File: src/rtl/multicycle_controller.sv
// multicycle_controller: control unit for the multicycle ARM core.
// Sequences each latched instruction through a Moore FSM, drives every
// datapath control input and holds the architectural NZCV flags.
// Optional feature macro: FPU_EN (adds the op=11 FPEXEC path).
module multicycle_controller (
    input  logic        clk,
    input  logic        reset,
    input  logic [31:0] Instr,
    input  logic [3:0]  ALUFlags,
    output logic        PCWrite,
    output logic        RegWrite,
    output logic        IRWrite,
    output logic        FPUWrite,
    output logic        MemWrite,
    output logic        AdrSrc,
    output logic [1:0]  RegSrc,
    output logic [1:0]  ALUSrcA,
    output logic [1:0]  ALUSrcB,
    output logic [1:0]  ResultSrc,
    output logic [1:0]  ImmSrc,
    output logic [2:0]  ALUControl,
    output logic        LongFlag
);

    typedef enum logic [3:0] {
`ifdef FPU_EN
        S_FPEXEC = 4'd10,
`endif
        S_FETCH  = 4'd0,
        S_DECODE = 4'd1,
        S_MEMADR = 4'd2,
        S_MEMRD  = 4'd3,
        S_MEMWB  = 4'd4,
        S_MEMWR  = 4'd5,
        S_EXECR  = 4'd6,
        S_EXECI  = 4'd7,
        S_ALUWB  = 4'd8,
        S_BRANCH = 4'd9
    } state_t;

    state_t      r_state;
    logic [3:0]  r_flags;

    logic [1:0]  w_op;
    logic        w_imm;
    logic [3:0]  w_cmd;
    logic        w_sbit;
    logic        w_rd_pc;
    logic        w_is_mul;
    logic        w_is_long;
    logic        w_is_cmp;
    logic        w_cond_ok;
    logic [1:0]  w_regsrc;
    logic [2:0]  w_alu_dp;
    logic        w_unused_bits;

    // ARM condition-code evaluation against a stored {N,Z,C,V}.
    function automatic logic cond_check(input logic [3:0] cond, input logic [3:0] f);
        logic n, z, c, v;
        logic ok;
        {n, z, c, v} = f;
        case (cond)
            4'b0000: ok = z;
            4'b0001: ok = ~z;
            4'b0010: ok = c;
            4'b0011: ok = ~c;
            4'b0100: ok = n;
            4'b0101: ok = ~n;
            4'b0110: ok = v;
            4'b0111: ok = ~v;
            4'b1000: ok = c & ~z;
            4'b1001: ok = ~c | z;
            4'b1010: ok = (n == v);
            4'b1011: ok = (n != v);
            4'b1100: ok = ~z & (n == v);
            4'b1101: ok = z | (n != v);
            4'b1110: ok = 1'b1;
            default: ok = 1'b0;
        endcase
        return ok;
    endfunction

    assign w_op      = Instr[27:26];
    assign w_imm     = Instr[25];
    assign w_cmd     = Instr[24:21];
    assign w_sbit    = Instr[20];
    assign w_rd_pc   = (Instr[15:12] == 4'hF);
    assign w_is_mul  = (Instr[27:24] == 4'b0000) && (Instr[7:4] == 4'b1001);
    assign w_is_long = w_is_mul & Instr[23];
    // CMP shares the SUB datapath but never writes a register.
    assign w_is_cmp  = ~w_is_mul && (w_cmd == 4'b1010);
    assign w_cond_ok = cond_check(Instr[31:28], r_flags);
    // Branches read PC as RA1; memory ops read Rd as RA2 (for stores).
    assign w_regsrc  = {(w_op == 2'b01), (w_op == 2'b10)};
    // Register-number fields consumed only by the datapath.
    assign w_unused_bits = &{Instr[19:16], Instr[11:8], Instr[3:0]};

    // Data-processing / multiply ALU operation decode.
    always_comb begin
        w_alu_dp = 3'b000;
        if (w_is_mul) begin
            if (Instr[23]) begin
                w_alu_dp = Instr[22] ? 3'b110 : 3'b101;
            end else begin
                w_alu_dp = 3'b100;
            end
        end else begin
            case (w_cmd)
                4'b0100: w_alu_dp = 3'b000;
                4'b0010: w_alu_dp = 3'b001;
                4'b1010: w_alu_dp = 3'b001;
                4'b0000: w_alu_dp = 3'b010;
                4'b1100: w_alu_dp = 3'b011;
                4'b0001: w_alu_dp = 3'b111;
                default: w_alu_dp = 3'b000;
            endcase
        end
    end

    // FSM state sequencing and NZCV flag register.
    always_ff @(posedge clk) begin
        if (reset) begin
            r_state <= S_FETCH;
            r_flags <= 4'b0000;
        end else begin
            case (r_state)
                S_FETCH:  r_state <= S_DECODE;
                S_DECODE: begin
                    if (!w_cond_ok) begin
                        r_state <= S_FETCH;
                    end else begin
                        case (w_op)
                            2'b00:   r_state <= w_imm ? S_EXECI : S_EXECR;
                            2'b01:   r_state <= S_MEMADR;
                            2'b10:   r_state <= S_BRANCH;
`ifdef FPU_EN
                            2'b11:   r_state <= S_FPEXEC;
`endif
                            default: r_state <= S_FETCH;
                        endcase
                    end
                end
                S_MEMADR: r_state <= Instr[20] ? S_MEMRD : S_MEMWR;
                S_MEMRD:  r_state <= S_MEMWB;
                S_EXECR, S_EXECI: begin
                    r_state <= S_ALUWB;
                    if (w_sbit) begin
                        // Multiplies only define N and Z; C and V are kept.
                        if (w_is_mul) begin
                            r_flags <= {ALUFlags[3:2], r_flags[1:0]};
                        end else begin
                            r_flags <= ALUFlags;
                        end
                    end else begin
                        r_flags <= r_flags;
                    end
                end
                default:  r_state <= S_FETCH;
            endcase
        end
    end

    // Moore output decode from state and Instr; reset shows FETCH selects with no writes.
    always_comb begin
        PCWrite    = 1'b0;
        RegWrite   = 1'b0;
        IRWrite    = 1'b0;
        FPUWrite   = 1'b0;
        MemWrite   = 1'b0;
        AdrSrc     = 1'b0;
        RegSrc     = 2'b00;
        ALUSrcA    = 2'b00;
        ALUSrcB    = 2'b00;
        ResultSrc  = 2'b00;
        ImmSrc     = 2'b00;
        ALUControl = 3'b000;
        LongFlag   = 1'b0;
        if (reset) begin
            ALUSrcA   = 2'b01;
            ALUSrcB   = 2'b10;
            ResultSrc = 2'b10;
        end else begin
            case (r_state)
                S_FETCH: begin
                    IRWrite   = 1'b1;
                    PCWrite   = 1'b1;
                    ALUSrcA   = 2'b01;
                    ALUSrcB   = 2'b10;
                    ResultSrc = 2'b10;
                end
                S_DECODE: begin
                    RegSrc    = w_regsrc;
                    ALUSrcA   = 2'b01;
                    ALUSrcB   = 2'b10;
                    ResultSrc = 2'b10;
                end
                S_MEMADR: begin
                    RegSrc     = w_regsrc;
                    ALUSrcB    = 2'b01;
                    ImmSrc     = 2'b01;
                    ALUControl = Instr[23] ? 3'b000 : 3'b001;
                end
                S_MEMRD: begin
                    RegSrc = w_regsrc;
                    AdrSrc = 1'b1;
                end
                S_MEMWB: begin
                    RegSrc    = w_regsrc;
                    ResultSrc = 2'b01;
                    RegWrite  = 1'b1;
                    PCWrite   = w_rd_pc;
                end
                S_MEMWR: begin
                    RegSrc   = w_regsrc;
                    AdrSrc   = 1'b1;
                    MemWrite = 1'b1;
                end
                S_EXECR: begin
                    ALUControl = w_alu_dp;
                end
                S_EXECI: begin
                    ALUSrcB    = 2'b01;
                    ALUControl = w_alu_dp;
                end
                S_ALUWB: begin
                    RegWrite = ~w_is_cmp;
                    PCWrite  = ~w_is_cmp & w_rd_pc;
                    LongFlag = w_is_long;
                end
                S_BRANCH: begin
                    RegSrc    = 2'b01;
                    ALUSrcB   = 2'b01;
                    ImmSrc    = 2'b10;
                    ResultSrc = 2'b10;
                    PCWrite   = 1'b1;
                end
`ifdef FPU_EN
                S_FPEXEC: begin
                    FPUWrite   = 1'b1;
                    ALUControl = {1'b0, Instr[20], Instr[21]};
                end
`endif
                default: begin
                    PCWrite = 1'b0;
                end
            endcase
        end
    end

endmodule

File: config.mk
export PLATFORM = sky130hd
export DESIGN_NAME = multicycle_controller
export DESIGN_NICKNAME = d
export VERILOG_FILES = /design/src/rtl/multicycle_controller.sv
export SDC_FILE = /design/constraint.sdc
export NUM_CORES = 1
export LEC_CHECK = 0
export ABC_AREA = 1
export CELL_PAD_IN_SITES_DETAIL_PLACEMENT = 1
export CELL_PAD_IN_SITES_GLOBAL_PLACEMENT = 1
export CORE_MARGIN = 1
export CORE_UTILIZATION = 21
export CTS_BUF_LIST = sky130_fd_sc_hd__clkbuf_4 sky130_fd_sc_hd__clkbuf_8
export DETAILED_ROUTE_END_ITERATION = 10
export PLACE_DENSITY = 0.87
export SYNTH_ARGS = -nofsm -noshare
export SYNTH_HDL_FRONTEND = slang
export SYNTH_SLANG_ARGS = --single-unit
File: constraint.sdc
create_clock -name clk -period 1.45 [get_ports clk]
set_clock_uncertainty 0.1 [all_clocks]
set_input_delay 0.3625 -clock clk [delete_from_list [all_inputs] [get_ports clk]]
set_output_delay 0.3625 -clock clk [all_outputs]
set_load 0.01 [all_outputs]
==> results of run 1 <==
[area by class of cell]
class | instances | share of cell area [%]
repair buffers | 88 | 35.3
well taps | 50 | 3.04
multi-input cells | 127 | 44.6
clock buffers | 3 | 2.00
flip-flops and latches | 8 | 8.51
inverters | 32 | 6.56
[report_power, final]
part | switching (mW) | internal (mW)
sequential | 0.0107 | 0.226
clock | 0.0886 | 0.180
combinational | 0.267 | 0.224
total | 0.366 | 0.630
[worst max-delay path, stage by stage (launching register included)]
cell and delay [ns]:
dfxtp_4 0.35, nor2_4 0.18, inv_2 0.07, nor2_2 0.09
a31oi_1 0.06, o21a_1 0.22, nor2_1 0.12, buf_2 0.16
[cells in the mapped netlist (all sizes together)]
master,instances,area [um^2]
o21a,1,7.51
o22ai,1,6.26
nor4,4,25.0
a21oi,12,75.1
nor3,4,30.0
nor2,26,115
dfxtp,8,160
inv,31,116
buf,4,25.0
clkbuf,1,3.75
nand2,40,155
clkinv,1,3.75
o21ai,11,55.1
nand3,20,105
nand4,4,25.0
conb,1,3.75
a31oi,2,12.5
[flip-flops by register name (all words and copies together) (netlist names)]
signal / cells
r_flags: 4
r_state: 4
[layout by cell type (no fill, tap or decap), types with 2 or more instances in the layout]
cell	instances
o21ai_2	9
inv_4	4
o21ai_0	2
a21oi_1	3
nor2_2	7
nor2_1	7
dfxtp_4	3
dfxtp_2	3
nand4_1	4
dfxtp_1	2
buf_2	19
a31oi_1	2
buf_4	28
clkdlybuf4s50_1	9
clkbuf_2	4
nor2_4	12
dlygate4sd2_1	2
a21oi_2	9
conb_1	2
nand3_1	15
nand2_4	4
clkbuf_8	3
nand2_1	26
inv_2	16
nor4_4	3
nand3_2	5
inv_1	11
clkdlybuf4s15_1	2
nand2_2	10
buf_6	22
nor3_4	3
[logic make-up (layout without fill, tap and decap cells)]
group           count (synthesis)  count (layout)  share of synthesized area [%]
compound gates                 27              27                           16.9
buf+inv                        37             123                           16.1
other cells                     1               2                          0.406
simple gates                   98              98                           49.3
flops                           8               8                           17.3
[routing by layer]
metal	track usage, %	part of all wire, %
met1	24.9	43
met3	3.00	2.5
met5	0	0
met2	34.8	54
met4	3.39	0.72
[timing repair]
item	CTS	global route
endpoints found under the setup margin	24	26
pin swaps	16	24
resized for setup	143	85
buffers inserted	9	8
[through the flow]
stage | power (mW) | TNS [ns]
global route | 1.04 | -7.73
floorplan | 0.402 | -0.477
finish | 0.996 | -6.53
detailed placement | 0.622 | -18.32
CTS | 0.897 | -5.82
global placement | 0.610 | -17.92
[final timing paths]
check                             endpoint  slack, ns  cells past startpoint
worst max-delay path               PCWrite      -0.50                      7
worst min-delay path            r_flags[0]       0.40                      2
worst max register to register  r_state[2]      -0.17                      9
worst min register to register  r_flags[0]       0.40                      2
==> impl_metrics.toml, run 1 <==
[timing]
hold_viol = 0
min_period_over_period_pct = 134
holdWs_ns = 0.398
rsz0062_at_grt = "yes"
drv_slew = 0
fin_ws_ns = -0.498
fin_crit_ns = 1.95
max_freq_ghz = 0.513
finalSetupViolCount = 24

[routing]
drt_wl_total_um = 5260
via_per_inst = 4.86
route.detailed.drc = 0
first_iter_violations = 48
antenna_left = 0
wl_per_cell_um = 17.1
dr.pass1.iters = 4
routed-via-count = 1497

[grt]
overflow = 0
track_usage_pct = 19.6
grt_pass1_wl_um = 6890
antenna_found_initial = 0
grt_pass1_vias = 1494
grt_max_degree = 9

[floorplanning]
die_h_um = 68.4
fp.dieArea_mm2 = 0.00467
num_io_pins = 58
rows = 23
chipWidth_um = 68.4
start_util_pct = 22.5
coreArea_mm2 = 0.00412

[setup_path]
crit_arrival_ns = 1.49
cp-end-kind = "primary output"
cp-startpoint = "r_state[0]"
path_class = "flop to primary output"
startpoint_type = "flop"
required_ns = 0.99
cp_max_fo = 4
reg2reg_from = "r_state[2]"

[logic_synthesis]
ys_ff_latch = 8
synth_area_um2 = 925
synth_cells = 171
seq_area_frac_synth_pct = 17.3
avgSynthCellArea_um2 = 5.41
yosys.cell_types.count = 25
yosysWarnings = 0

[clocking]
cts_root_buf = "clkbuf_8"
cts.clk_slew.worst_paths_ns = 0.04
worst_skew_pair.late_latency_ns = 0.23
cts_tree = "done"
holdBufCountCts = 0
numCtsBuffers = 3
cts_htree_levels = 1
cts_buffer_depth = 2
cts.sinks = 8

[place]
place_area_mm2 = 0.00172
hpwl_um = 3140
post-place-ws_ns = -1.10
gp_congestion = 0.803
dp.cells = 292
io_buffers = 43

[outcome]
status = "complete, but fails checks"
violations = "setup timing"

[final_layout]
drive_gt1_share_pct = 65.9
seqCellArea_um2 = 175
final_cells = 308
syn_to_final_growth_pct = 123
fin_util_pct = 50.0
multi_input_area_um2 = 918
nets = 298
stdcell_area_mm2 = 0.00206
n_antenna_cell = 0
fillers = 531

[power]
peakVddDrop_uv = 253
p_leak_nw = 0.938
powerDensity_mw_per_mm2 = 483

[hold_path]
hold_start = "r_flags[0]"
hp-class = "flop to flop"

[run]
max-cap-violations = 0
Note: power is estimated with default switching activity, not from simulation.
==> run 2: changes to the inputs <==
--- a/config.mk
+++ b/config.mk
@@ -11,6 +11,7 @@
 export CORE_MARGIN = 1
 export CORE_UTILIZATION = 21
 export CTS_BUF_LIST = sky130_fd_sc_hd__clkbuf_4 sky130_fd_sc_hd__clkbuf_8
+export CTS_CLUSTER_DIAMETER = 30
 export DETAILED_ROUTE_END_ITERATION = 10
 export PLACE_DENSITY = 0.87
 export SYNTH_ARGS = -nofsm -noshare
==> results of run 2 <==
No change in the layout: final DEF, timing and power equal those of run 1.
==> run 3: changes to the inputs <==
--- a/config.mk
+++ b/config.mk
@@ -5,11 +5,10 @@
 export SDC_FILE = /design/constraint.sdc
 export NUM_CORES = 1
 export LEC_CHECK = 0
-export ABC_AREA = 1
 export CELL_PAD_IN_SITES_DETAIL_PLACEMENT = 1
 export CELL_PAD_IN_SITES_GLOBAL_PLACEMENT = 1
 export CORE_MARGIN = 1
-export CORE_UTILIZATION = 21
+export CORE_UTILIZATION = 22
 export CTS_BUF_LIST = sky130_fd_sc_hd__clkbuf_4 sky130_fd_sc_hd__clkbuf_8
 export CTS_CLUSTER_DIAMETER = 30
 export DETAILED_ROUTE_END_ITERATION = 10
==> run 3 against run 2 <==
Against the previous run: the flow still finishes with violations (setup timing); die area shrank 5.7%; sequential share of layout area shrank 1.2 points; synthesized area shrank 1.4%; sequential cell count is the same; routed wire length grew 28%; critical path type is now primary input to primary output; largest cell class unchanged.
==> impl_metrics.toml, run 3 <==
[timing]
fin_ws_ns = -0.751
max_freq_ghz = 0.454
min_period_over_period_pct = 152
hold_viol = 0
drv_slew = 0
finalSetupViolCount = 22
rsz0062_at_grt = "yes"
fin_crit_ns = 2.20

[logic_synthesis]
synth_top_area_cell = "dfxtp_1"
synth_most_common_cell = "nor2_1"
yosysWarnings = 0
synth_area_um2 = 912
synth_edf_count = 0
avgSynthCellArea_um2 = 6.81
synth_commonest_cells = "nor2_1, nand2_1"
yosys.cell_types.count = 49
synth_cells = 134
ys_ff_latch = 8
synth_top_cell_area_share_pct = 17.6
synthFlopType = "dfxtp_1"
synth-async-reset-ratio_pct = 0
seq_area_frac_synth_pct = 17.6
synthTopCellsByArea = "dfxtp_1, nor2_1, mux2i_1"

[place]
gp_congestion = 0.795
post-place-ws_ns = -1.34
place_area_mm2 = 0.00183
hpwl_um = 3450
io_buffers = 43

[setup_path]
path_class = "primary input to primary output"
required_ns = 0.99
cp_max_fo = 5
crit_arrival_ns = 1.74
startpoint_type = "primary input"
cp-end-kind = "primary output"

[floorplanning]
chipWidth_um = 66.4
start_util_pct = 22.8
die_h_um = 66.4
fp.dieArea_mm2 = 0.00441
num_io_pins = 58
coreArea_mm2 = 0.00400
rows = 23

[power]
peakVddDrop_uv = 255
p_leak_nw = 1.07
power_mw = 1.16
powerDensity_mw_per_mm2 = 479

[routing]
drt_wl_total_um = 6750
first_iter_violations = 60
dr.pass1.iters = 4
antenna_left = 0
via_per_inst = 5.39
wl_per_cell_um = 23.1
routed-via-count = 1574
route.detailed.drc = 0

[final_layout]
fillers = 426
stdcell_area_mm2 = 0.00242
layout_commonest_cell = "buf_4"
nets = 282
fin_util_pct = 60.6
final_cell_mix = "buf_4, buf_6, buf_2"
syn_to_final_growth_pct = 166
reg.largest.list = "r_flags (4), r_state (4)"
drive_gt1_share_pct = 72.7
n_antenna_cell = 0

[clocking]
cts_buffer_depth = 2
cts.clk_slew.worst_paths_ns = 0.05
numCtsBuffers = 3
cts_tree = "done"
cts.sinks = 8
worst_skew_pair.late_latency_ns = 0.24
cts_htree_levels = 1
cts_root_buf = "clkbuf_8"

[grt]
overflow = 0
grt_pass1_wl_um = 8650
grt_max_degree = 8
track_usage_pct = 27.3
grt_pass1_vias = 1672
antenna_found_initial = 0

[outcome]
violations = "setup timing"
status = "complete, but fails checks"

[hold_path]
hp-class = "flop to flop"

[run]
max-cap-violations = 0
run 3: changes by cell type in the layout (fill, tap and decap cells not counted), sizes merged, moves of 3 or more:
cell | previous run | this run
a21oi | 12 | 8
buf | 70 | 93
clkbuf | 7 | 4
clkdlybuf4s15 | 3 | 7
inv | 31 | 3
mux2i | 0 | 5
nand2 | 40 | 9
nand2b | 0 | 8
nand3 | 20 | 5
nand4 | 4 | 0
nor2 | 26 | 18
nor2b | 0 | 4
nor3 | 4 | 8
or3 | 0 | 4
run 3: power breakdown:
group / internal [mW] / total (mW) / switching, mW / leakage [nW]
logic: 0.332 / 0.620 / 0.288 / 0.984
registers: 0.227 / 0.247 / 0.0202 / 0.0688
clock network: 0.182 / 0.294 / 0.112 / 0.0216
run 3: routing by layer:
| metal | track usage, % | routed length, um |
|---|---|---|
| met5 | 0 | 0 |
| met4 | 15.4 | 450 |
| met3 | 6.03 | 370 |
| met2 | 51.9 | 3550 |
| met1 | 26.7 | 2380 |
run 3: area by class of cell:
type	instances	area [um^2]	share of cell area (%)
clock buffer	3	41.3	1.70
inverter	3	11.3	0.465
multi-input combinational	115	1120	46.3
sequential	8	178	7.33
tap	50	62.6	2.58
timing repair buffer	113	1010	41.6
run 3: worst paths after layout:
path / from / to / slack, ns / depth (start not counted)
setup / recovery: Instr[23] / ALUControl[1] / -0.75 / 8
hold / removal: r_flags[3] / r_flags[3] / 0.47 / 2
setup reg to reg: r_flags[0] / r_state[0] / -0.34 / 5
hold reg to reg: r_flags[3] / r_flags[3] / 0.47 / 2
run 3: per-stage QoR:
| step | hold slack, ns | setup TNS, ns | cells |
|---|---|---|---|
| finish | 0.474 | -8.63 | 292 |
| global placement | 0.424 | -21.99 | 271 |
| detailed placement | 0.444 | -22.98 | 271 |
| CTS | 0.452 | -6.80 | 285 |
| floorplan | 0.377 | -1.31 | 135 |
| global route | 0.491 | -9.39 | 292 |
run 3: what timing repair did:
action / 4_1_cts / 5_1_grt
hold buffers: 0 / 0
setup buffers: 12 / 10
endpoints found under the hold margin: 0 / 0
pin swaps: 22 / 24
endpoints found under the setup margin: 26 / 24
gates resized for setup: 192 / 45
run 3: cell families after synthesis:
logic type             share of synthesized area [%]
AND/OR/NAND/NOR                                 45.7
AO/OA/AOI/OAI                                   22.5
buffers and inverters                           6.45
flip-flops                                      17.6
multiplexers                                    5.49
XOR/XNOR                                        1.92
other                                          0.411
run 3: critical path: stages:
cell and delay, ns:
clkdlybuf4s15_2 0.26, buf_4 0.18, nor2_1 0.07, a21oi_1 0.28, nor3_2 0.09, a31oi_1 0.24, nor2_1 0.09, buf_2 0.15
